`config.mk`:
```
export PLATFORM = sky130hd
export DESIGN_NAME = conv_mac_sequencer_flat
export DESIGN_NICKNAME = d
export VERILOG_FILES = /design/src/rtl/conv_mac_sequencer_if.sv /design/src/rtl/conv_mac_sequencer.sv /design/src/flat_wrapper.sv
export SDC_FILE = /design/constraint.sdc
export NUM_CORES = 1
export LEC_CHECK = 0
export CAP_MARGIN = 20
export CORE_AREA = 2 2 127 117
export CTS_CLUSTER_SIZE = 8
export DETAILED_ROUTE_END_ITERATION = 10
export DIE_AREA = 0 0 129 119
export PLACE_DENSITY_LB_ADDON = 0.3
export SETUP_SLACK_MARGIN = 0.2
export SYNTH_ARGS = -nofsm -noshare
export SYNTH_HDL_FRONTEND = slang
export SYNTH_SLANG_ARGS = --single-unit
```
`constraint.sdc`:
```
create_clock -name clk -period 7.35 [get_ports clk]
set_clock_uncertainty 0.1 [all_clocks]
set_input_delay 1.47 -clock clk [delete_from_list [all_inputs] [get_ports clk]]
set_output_delay 1.47 -clock clk [all_outputs]
set_load 0.05 [all_outputs]
```
`src/rtl/conv_mac_sequencer_if.sv`:
```
// Signal bundle between the convolution MAC sequencer and its surroundings:
// coefficient writes, sample input, external MAC operands/result and result output.
interface conv_mac_sequencer_if;
  logic               coef_we;
  logic        [3:0]  coef_addr;
  logic signed [7:0]  coef_data;
  logic               flush;
  logic               in_valid;
  logic               in_ready;
  logic signed [7:0]  in_data;
  logic signed [7:0]  mac_x;
  logic signed [7:0]  mac_y;
  logic               mac_accum_reset;
  logic signed [31:0] mac_result;
  logic               out_valid;
  logic               out_ready;
  logic signed [31:0] out_data;
  logic               busy;

  modport master (
    output coef_we, coef_addr, coef_data, flush, in_valid, in_data, mac_result, out_ready,
    input  in_ready, mac_x, mac_y, mac_accum_reset, out_valid, out_data, busy
  );

  modport slave (
    input  coef_we, coef_addr, coef_data, flush, in_valid, in_data, mac_result, out_ready,
    output in_ready, mac_x, mac_y, mac_accum_reset, out_valid, out_data, busy
  );
endinterface

```
`src/rtl/conv_mac_sequencer.sv`:
```
// Sliding-window FIR sequencer: collects samples into a KLEN-tap window and steps an
// external MAC through one tap per cycle, presenting each convolution result on a handshake.
module conv_mac_sequencer #(
  parameter int unsigned KLEN = 8
) (
  input  logic                 clk,
  input  logic                 rst,
  conv_mac_sequencer_if.slave  ctrl
);

  localparam int unsigned IdxW  = $clog2(KLEN);
  localparam int unsigned FillW = $clog2(KLEN + 1);

  typedef enum logic [2:0] {StIdle, StClear, StRun, StDrain, StOut} state_e;

  state_e             state_q, state_d;
  logic signed [7:0]  win_q  [KLEN];
  logic signed [7:0]  win_d  [KLEN];
  logic signed [7:0]  coef_q [KLEN];
  logic signed [7:0]  coef_d [KLEN];
  logic [FillW-1:0]   fill_q, fill_d;
  logic [IdxW-1:0]    tap_q, tap_d;
  logic signed [31:0] out_data_q, out_data_d;
  logic               in_xfer;
  logic               coef_wr;

  always_comb begin
    state_d    = state_q;
    win_d      = win_q;
    coef_d     = coef_q;
    fill_d     = fill_q;
    tap_d      = tap_q;
    out_data_d = out_data_q;

    ctrl.mac_x           = '0;
    ctrl.mac_y           = '0;
    ctrl.mac_accum_reset = rst;
    // flush wins over a coincident sample; nothing is accepted while reset is held
    ctrl.in_ready        = (state_q == StIdle) && !ctrl.flush && !rst;
    ctrl.out_valid       = (state_q == StOut);
    ctrl.out_data        = out_data_q;
    ctrl.busy            = (state_q != StIdle);

    in_xfer = ctrl.in_ready && ctrl.in_valid;
    coef_wr = (state_q == StIdle) && ctrl.coef_we && ({28'd0, ctrl.coef_addr} < KLEN);

    unique case (state_q)
      StIdle: begin
        if (coef_wr) begin
          coef_d[ctrl.coef_addr[IdxW-1:0]] = ctrl.coef_data;
        end
        if (ctrl.flush) begin
          for (int unsigned i = 0; i < KLEN; i++) begin
            win_d[i] = '0;
          end
          fill_d = '0;
        end else if (in_xfer) begin
          win_d[0] = ctrl.in_data;
          for (int unsigned i = 1; i < KLEN; i++) begin
            win_d[i] = win_q[i-1];
          end
          if (fill_q != FillW'(KLEN)) begin
            fill_d = fill_q + 1'b1;
          end
          // window is full once this sample lands
          if (fill_q >= FillW'(KLEN - 1)) begin
            state_d = StClear;
          end
        end
      end
      StClear: begin
        ctrl.mac_accum_reset = 1'b1;
        tap_d                = '0;
        state_d              = StRun;
      end
      StRun: begin
        ctrl.mac_x = win_q[tap_q];
        ctrl.mac_y = coef_q[tap_q];
        tap_d      = tap_q + 1'b1;
        if (tap_q == IdxW'(KLEN - 1)) begin
          state_d = StDrain;
        end
      end
      StDrain: begin
        // MAC result is registered, so the last product is visible only now
        out_data_d = ctrl.mac_result;
        state_d    = StOut;
      end
      StOut: begin
        if (ctrl.out_ready) begin
          state_d = StIdle;
        end
      end
      default: state_d = StIdle;
    endcase
  end

  always_ff @(posedge clk or posedge rst) begin
    if (rst) begin
      state_q <= StIdle;
      for (int unsigned i = 0; i < KLEN; i++) begin
        win_q[i]  <= '0;
        coef_q[i] <= '0;
      end
      fill_q     <= '0;
      tap_q      <= '0;
      out_data_q <= '0;
    end else begin
      state_q    <= state_d;
      win_q      <= win_d;
      coef_q     <= coef_d;
      fill_q     <= fill_d;
      tap_q      <= tap_d;
      out_data_q <= out_data_d;
    end
  end

endmodule

```
`src/flat_wrapper.sv`:
```
// flat-port wrapper written by rule: the top's interface ports become plain ports
module conv_mac_sequencer_flat 
#(
  parameter int unsigned KLEN = 8
)
  (clk, rst, ctrl_coef_we, ctrl_coef_addr, ctrl_coef_data, ctrl_flush, ctrl_in_valid, ctrl_in_data, ctrl_mac_result, ctrl_out_ready, ctrl_in_ready, ctrl_mac_x, ctrl_mac_y, ctrl_mac_accum_reset, ctrl_out_valid, ctrl_out_data, ctrl_busy);
  conv_mac_sequencer_if ctrl_i ();
  input  logic clk;
  input  logic rst;
  input wire logic [$bits(ctrl_i.coef_we)-1:0] ctrl_coef_we;
  input wire logic [$bits(ctrl_i.coef_addr)-1:0] ctrl_coef_addr;
  input wire logic [$bits(ctrl_i.coef_data)-1:0] ctrl_coef_data;
  input wire logic [$bits(ctrl_i.flush)-1:0] ctrl_flush;
  input wire logic [$bits(ctrl_i.in_valid)-1:0] ctrl_in_valid;
  input wire logic [$bits(ctrl_i.in_data)-1:0] ctrl_in_data;
  input wire logic [$bits(ctrl_i.mac_result)-1:0] ctrl_mac_result;
  input wire logic [$bits(ctrl_i.out_ready)-1:0] ctrl_out_ready;
  output wire logic [$bits(ctrl_i.in_ready)-1:0] ctrl_in_ready;
  output wire logic [$bits(ctrl_i.mac_x)-1:0] ctrl_mac_x;
  output wire logic [$bits(ctrl_i.mac_y)-1:0] ctrl_mac_y;
  output wire logic [$bits(ctrl_i.mac_accum_reset)-1:0] ctrl_mac_accum_reset;
  output wire logic [$bits(ctrl_i.out_valid)-1:0] ctrl_out_valid;
  output wire logic [$bits(ctrl_i.out_data)-1:0] ctrl_out_data;
  output wire logic [$bits(ctrl_i.busy)-1:0] ctrl_busy;
  assign ctrl_i.coef_we = ctrl_coef_we;
  assign ctrl_i.coef_addr = ctrl_coef_addr;
  assign ctrl_i.coef_data = ctrl_coef_data;
  assign ctrl_i.flush = ctrl_flush;
  assign ctrl_i.in_valid = ctrl_in_valid;
  assign ctrl_i.in_data = ctrl_in_data;
  assign ctrl_i.mac_result = ctrl_mac_result;
  assign ctrl_i.out_ready = ctrl_out_ready;
  assign ctrl_in_ready = ctrl_i.in_ready;
  assign ctrl_mac_x = ctrl_i.mac_x;
  assign ctrl_mac_y = ctrl_i.mac_y;
  assign ctrl_mac_accum_reset = ctrl_i.mac_accum_reset;
  assign ctrl_out_valid = ctrl_i.out_valid;
  assign ctrl_out_data = ctrl_i.out_data;
  assign ctrl_busy = ctrl_i.busy;
  conv_mac_sequencer #(.KLEN(KLEN)) u_core (.clk(clk), .rst(rst), .ctrl(ctrl_i));
endmodule
```
==> results.json <==
{
  "setup.worst_path.start_class": "register",
  "floorplan.rows": 42,
  "setup.worst_path.end_class": "output port",
  "synth_largest_type_area_fraction_pct": 57.1,
  "viasPerCell": 5.79,
  "dr.pass1.iters": 4,
  "setup_viol": 0,
  "synth-warning-count": 0,
  "die_area_um2": 15400,
  "clkLatencyLatePin_ns": 0.42,
  "synthMuxAreaShare_pct": 24.9,
  "gp_congestion": 0.765,
  "io_pins": 110,
  "static-leakage-power_nw": 3.98,
  "yosys.area_share.xor_xnor_pct": 0.118,
  "seq_power_share_pct": 42.8,
  "layout.filler_cells": 1047,
  "setup_tns_ns": 0,
  "global_route.usage.met1_pct": 27.5,
  "slowest_delay_ns": 0.97,
  "netlist_area_um2": 7440,
  "timing_worst_setup_path_type": "reg2out",
  "cts-buffers-inserted": 17,
  "synth_fa_ha_area_share_pct": 0.672,
  "slew_viol_final": 0,
  "grt_setup_unrepaired": "no",
  "cts.reportedPaths.clkPinSlew_ns": 0.06,
  "antenna_violations_before_repair": 0,
  "critical_path_arrival_ns": 3.26,
  "top_usage_layer": "met2",
  "areal_power_density_over_the_cells_nw_per_um2": 308,
  "timing.max_slew.rel_slack_pct": 36.2,
  "portBuffers": 109,
  "r2r_cells": 3,
  "net_count_of_the_finished_layout": 647,
  "hold_class": "reg2reg",
  "met2_usage_pct": 35.3,
  "chipWidth_um": 129,
  "final_worst_slack_ns": 2.52,
  "dpl.hpwl_mm": 9.43,
  "largest_driver_fanout_on_the_critical_path": 18,
  "post_drt_wl_per_cell_um": 19.1,
  "fin_util_pct": 64.8,
  "cts-root-to-sink-buffers": 2,
  "preCtsSetupSlack_ns": 2.71,
  "cpMaxStageDelayCell": "dfrtp_1",
  "yosys_register_bits": 170,
  "critical_path_buf_inv_count": 2,
  "cell_chain_of_the_critical_path": "buf_4, mux4_2, a22o_1, clkdlybuf4s50_1",
  "cts_root_buffer": "clkbuf_16",
  "post_route_clock_period_utilization_pct": 65.7,
  "hold_path_cell_cnt": 1,
  "clock_sinks": 170,
  "p_int_mw": 1.96,
  "routed-via-count": 4606,
  "layout.cells.most_common": "dfrtp_1",
  "start_point_of_the_critical_path": "u_core.tap_q[1]$_DFFE_PP0N_",
  "globalRouteOverflowTotal": 0,
  "core_um2": 14200,
  "synth_top_flop_cell": "dfrtp_1",
  "run_status": "finished clean",
  "grt_start_max_net_pins": 171,
  "worst_ep_required_time_ns": 5.78,
  "synth.area.top_cells": "dfrtp_1 57%, mux2_2 15%, mux4_2 9.7%",
  "async_reset_ff_share_pct": 100,
  "track_usage_pct": 21.1,
  "cp.depth": 4,
  "postCtsResizedCells": 0,
  "irDropWorstVdd_mv": 0.203,
  "swShare_pct": 31.1,
  "edff_count_synth": 0,
  "pwr-share-clk_pct": 29.8,
  "start_util_pct": 52.3,
  "fin_total_pwr_mw": 2.84,
  "postRouteWirelength_mm": 15.2,
  "worst_slew_pin_slew_ns": 0.957,
  "worst_r2r_endpoint": "u_core.coef_q[4]$_DFFE_PP0P_",
  "layout_common_cells": "169 x dfrtp_1, 109 x clkdlybuf4s50_1, 96 x mux2_2",
  "grt_use_met3_pct": 5.39,
  "max_freq_mhz": 207,
  "power_frac_comb_pct": 27.4,
  "maxCapViolations": 0,
  "drive_gt1_share_pct": 28.8,
  "hold_buffers": 0,
  "synth-compound-area-share_pct": 10.8,
  "first_global_vias": 4813,
  "synth-seq-area-share_pct": 57.1,
  "netlist_instances": 484,
  "critPathTopFamily": "buffers and inverters",
  "grt_pass1_wl_mm": 24.8,
  "syn-mean-instance-area_um2": 15.4,
  "synth_top_family_by_area": "multiplexers",
  "crit_path_end": "ctrl_mac_y[5]",
  "worstReg2RegStart": "u_core.state_q[2]$_DFFE_PP0P_",
  "yosys.area_share.simple_pct": 3.21,
  "ant_nets": 0,
  "cts_max_level": 4,
  "reg2reg_setup_slack_ns": 4.93,
  "synth_nets": 546,
  "post-route-drc-count": 0,
  "clock_tree_from_tritoncts": "done",
  "timing.final.crit_period_ns": 4.83,
  "finalHoldViolations": 0,
  "postCtsSetupBuffers": 0,
  "n_antenna_cell": 0,
  "synthDistinctLibCells": 36,
  "syn_to_final_growth_pct": 23.9,
  "detail_route.iter0.violations": 253,
  "dieHeight_um": 119,
  "synth_area_leader_cell": "dfrtp_1",
  "p_switching_mw": 0.882
}
==> registers in the layout (all words and copies together), names as in the netlist <==
register,count
u_core.coef_q,64
u_core.tap_q,3
u_core.state_q,3
u_core.win_q,64
u_core.ctrl.out_data,32
u_core.fill_q,4
==> how the worst min path moves through the flow <==
| stage | start | endpoint | slack, ns |
|---|---|---|---|
| after floorplan | u_core.win_q[0]$_DFFE_PP0P_ | u_core.win_q[0]$_DFFE_PP0P_ | 0.36 |
| after detailed placement | u_core.win_q[6]$_DFFE_PP0P_ | u_core.win_q[6]$_DFFE_PP0P_ | 0.38 |
| after CTS | u_core.win_q[6]$_DFFE_PP0P_ | u_core.win_q[6]$_DFFE_PP0P_ | 0.40 |
| after global routing | u_core.win_q[6]$_DFFE_PP0P_ | u_core.win_q[6]$_DFFE_PP0P_ | 0.40 |
| after global placement | u_core.win_q[2]$_DFFE_PP0P_ | u_core.win_q[2]$_DFFE_PP0P_ | 0.38 |
| final | u_core.win_q[6]$_DFFE_PP0P_ | u_core.win_q[6]$_DFFE_PP0P_ | 0.40 |
==> final cells by class <==
| cell class | count | area, um^2 | area share [%] |
|---|---|---|---|
| Timing Repair Buffer | 116 | 1170 | 12.7 |
| Multi-Input combinational cell | 272 | 2950 | 32.0 |
| Inverter | 8 | 33.8 | 0.366 |
| Clock inverter | 12 | 118 | 1.28 |
| Sequential cell | 170 | 4260 | 46.1 |
| Clock buffer | 20 | 447 | 4.84 |
| Tap cell | 198 | 248 | 2.69 |
==> metal layers <==
layer | wire length (um) | vias up
met2 | 7890 | 100
li1 | - | 2068
met4 | 153 | 0
met1 | 6450 | 2427
met3 | 687 | 11
met5 | 0 | -
==> worst reg2reg max path: cells and delay by family, from the launching register on <==
kind | cells | cell delay (ns)
flops | 1 | 0.50
mux | 1 | 0.49
simple gates | 2 | 1.20
==> synthesized netlist by cell type, types with 4 or more instances <==
cell,number
mux4_2,32
buf_6,8
dfrtp_1,170
ha_1,4
a22o_1,80
o21ai_0,5
inv_1,8
mux2i_1,5
nand2_1,14
buf_2,17
mux2_2,96
clkbuf_1,6
==> kinds of logic (layout without fill, tap and decap cells) <==
| logic type | Yosys count | count (layout) |
|---|---|---|
| flip-flops | 170 | 170 |
| multiplexers | 133 | 133 |
| AO/OA/AOI/OAI | 95 | 95 |
| buffers and inverters | 42 | 156 |
| AND/OR/NAND/NOR | 39 | 39 |
| adder cells (fa/ha/maj) | 4 | 4 |
| XOR/XNOR | 1 | 1 |
==> power groups by stage <==
| stage | Clock [mW] | Sequential (mW) | Combinational (mW) |
|---|---|---|---|
| after floorplan | 0 | 1.19 | 0.612 |
| after global placement | 0 | 1.22 | 0.754 |
| after detailed placement | 0 | 1.23 | 0.773 |
| after CTS | 0.869 | 1.22 | 0.780 |
| after global routing | 0.907 | 1.24 | 0.838 |
| final | 0.847 | 1.22 | 0.779 |
==> through the flow <==
stage          hold slack [ns]  instances  cell area [um^2]
2_1_floorplan            0.361        484              7450
5_1_grt                  0.404        796              9220
6_report                 0.402        796              9220
3_5_place_dp             0.376        763              8640
3_3_place_gp             0.378        763              8640
4_1_cts                  0.399        795              9200
(Power assumes the default switching activity.)
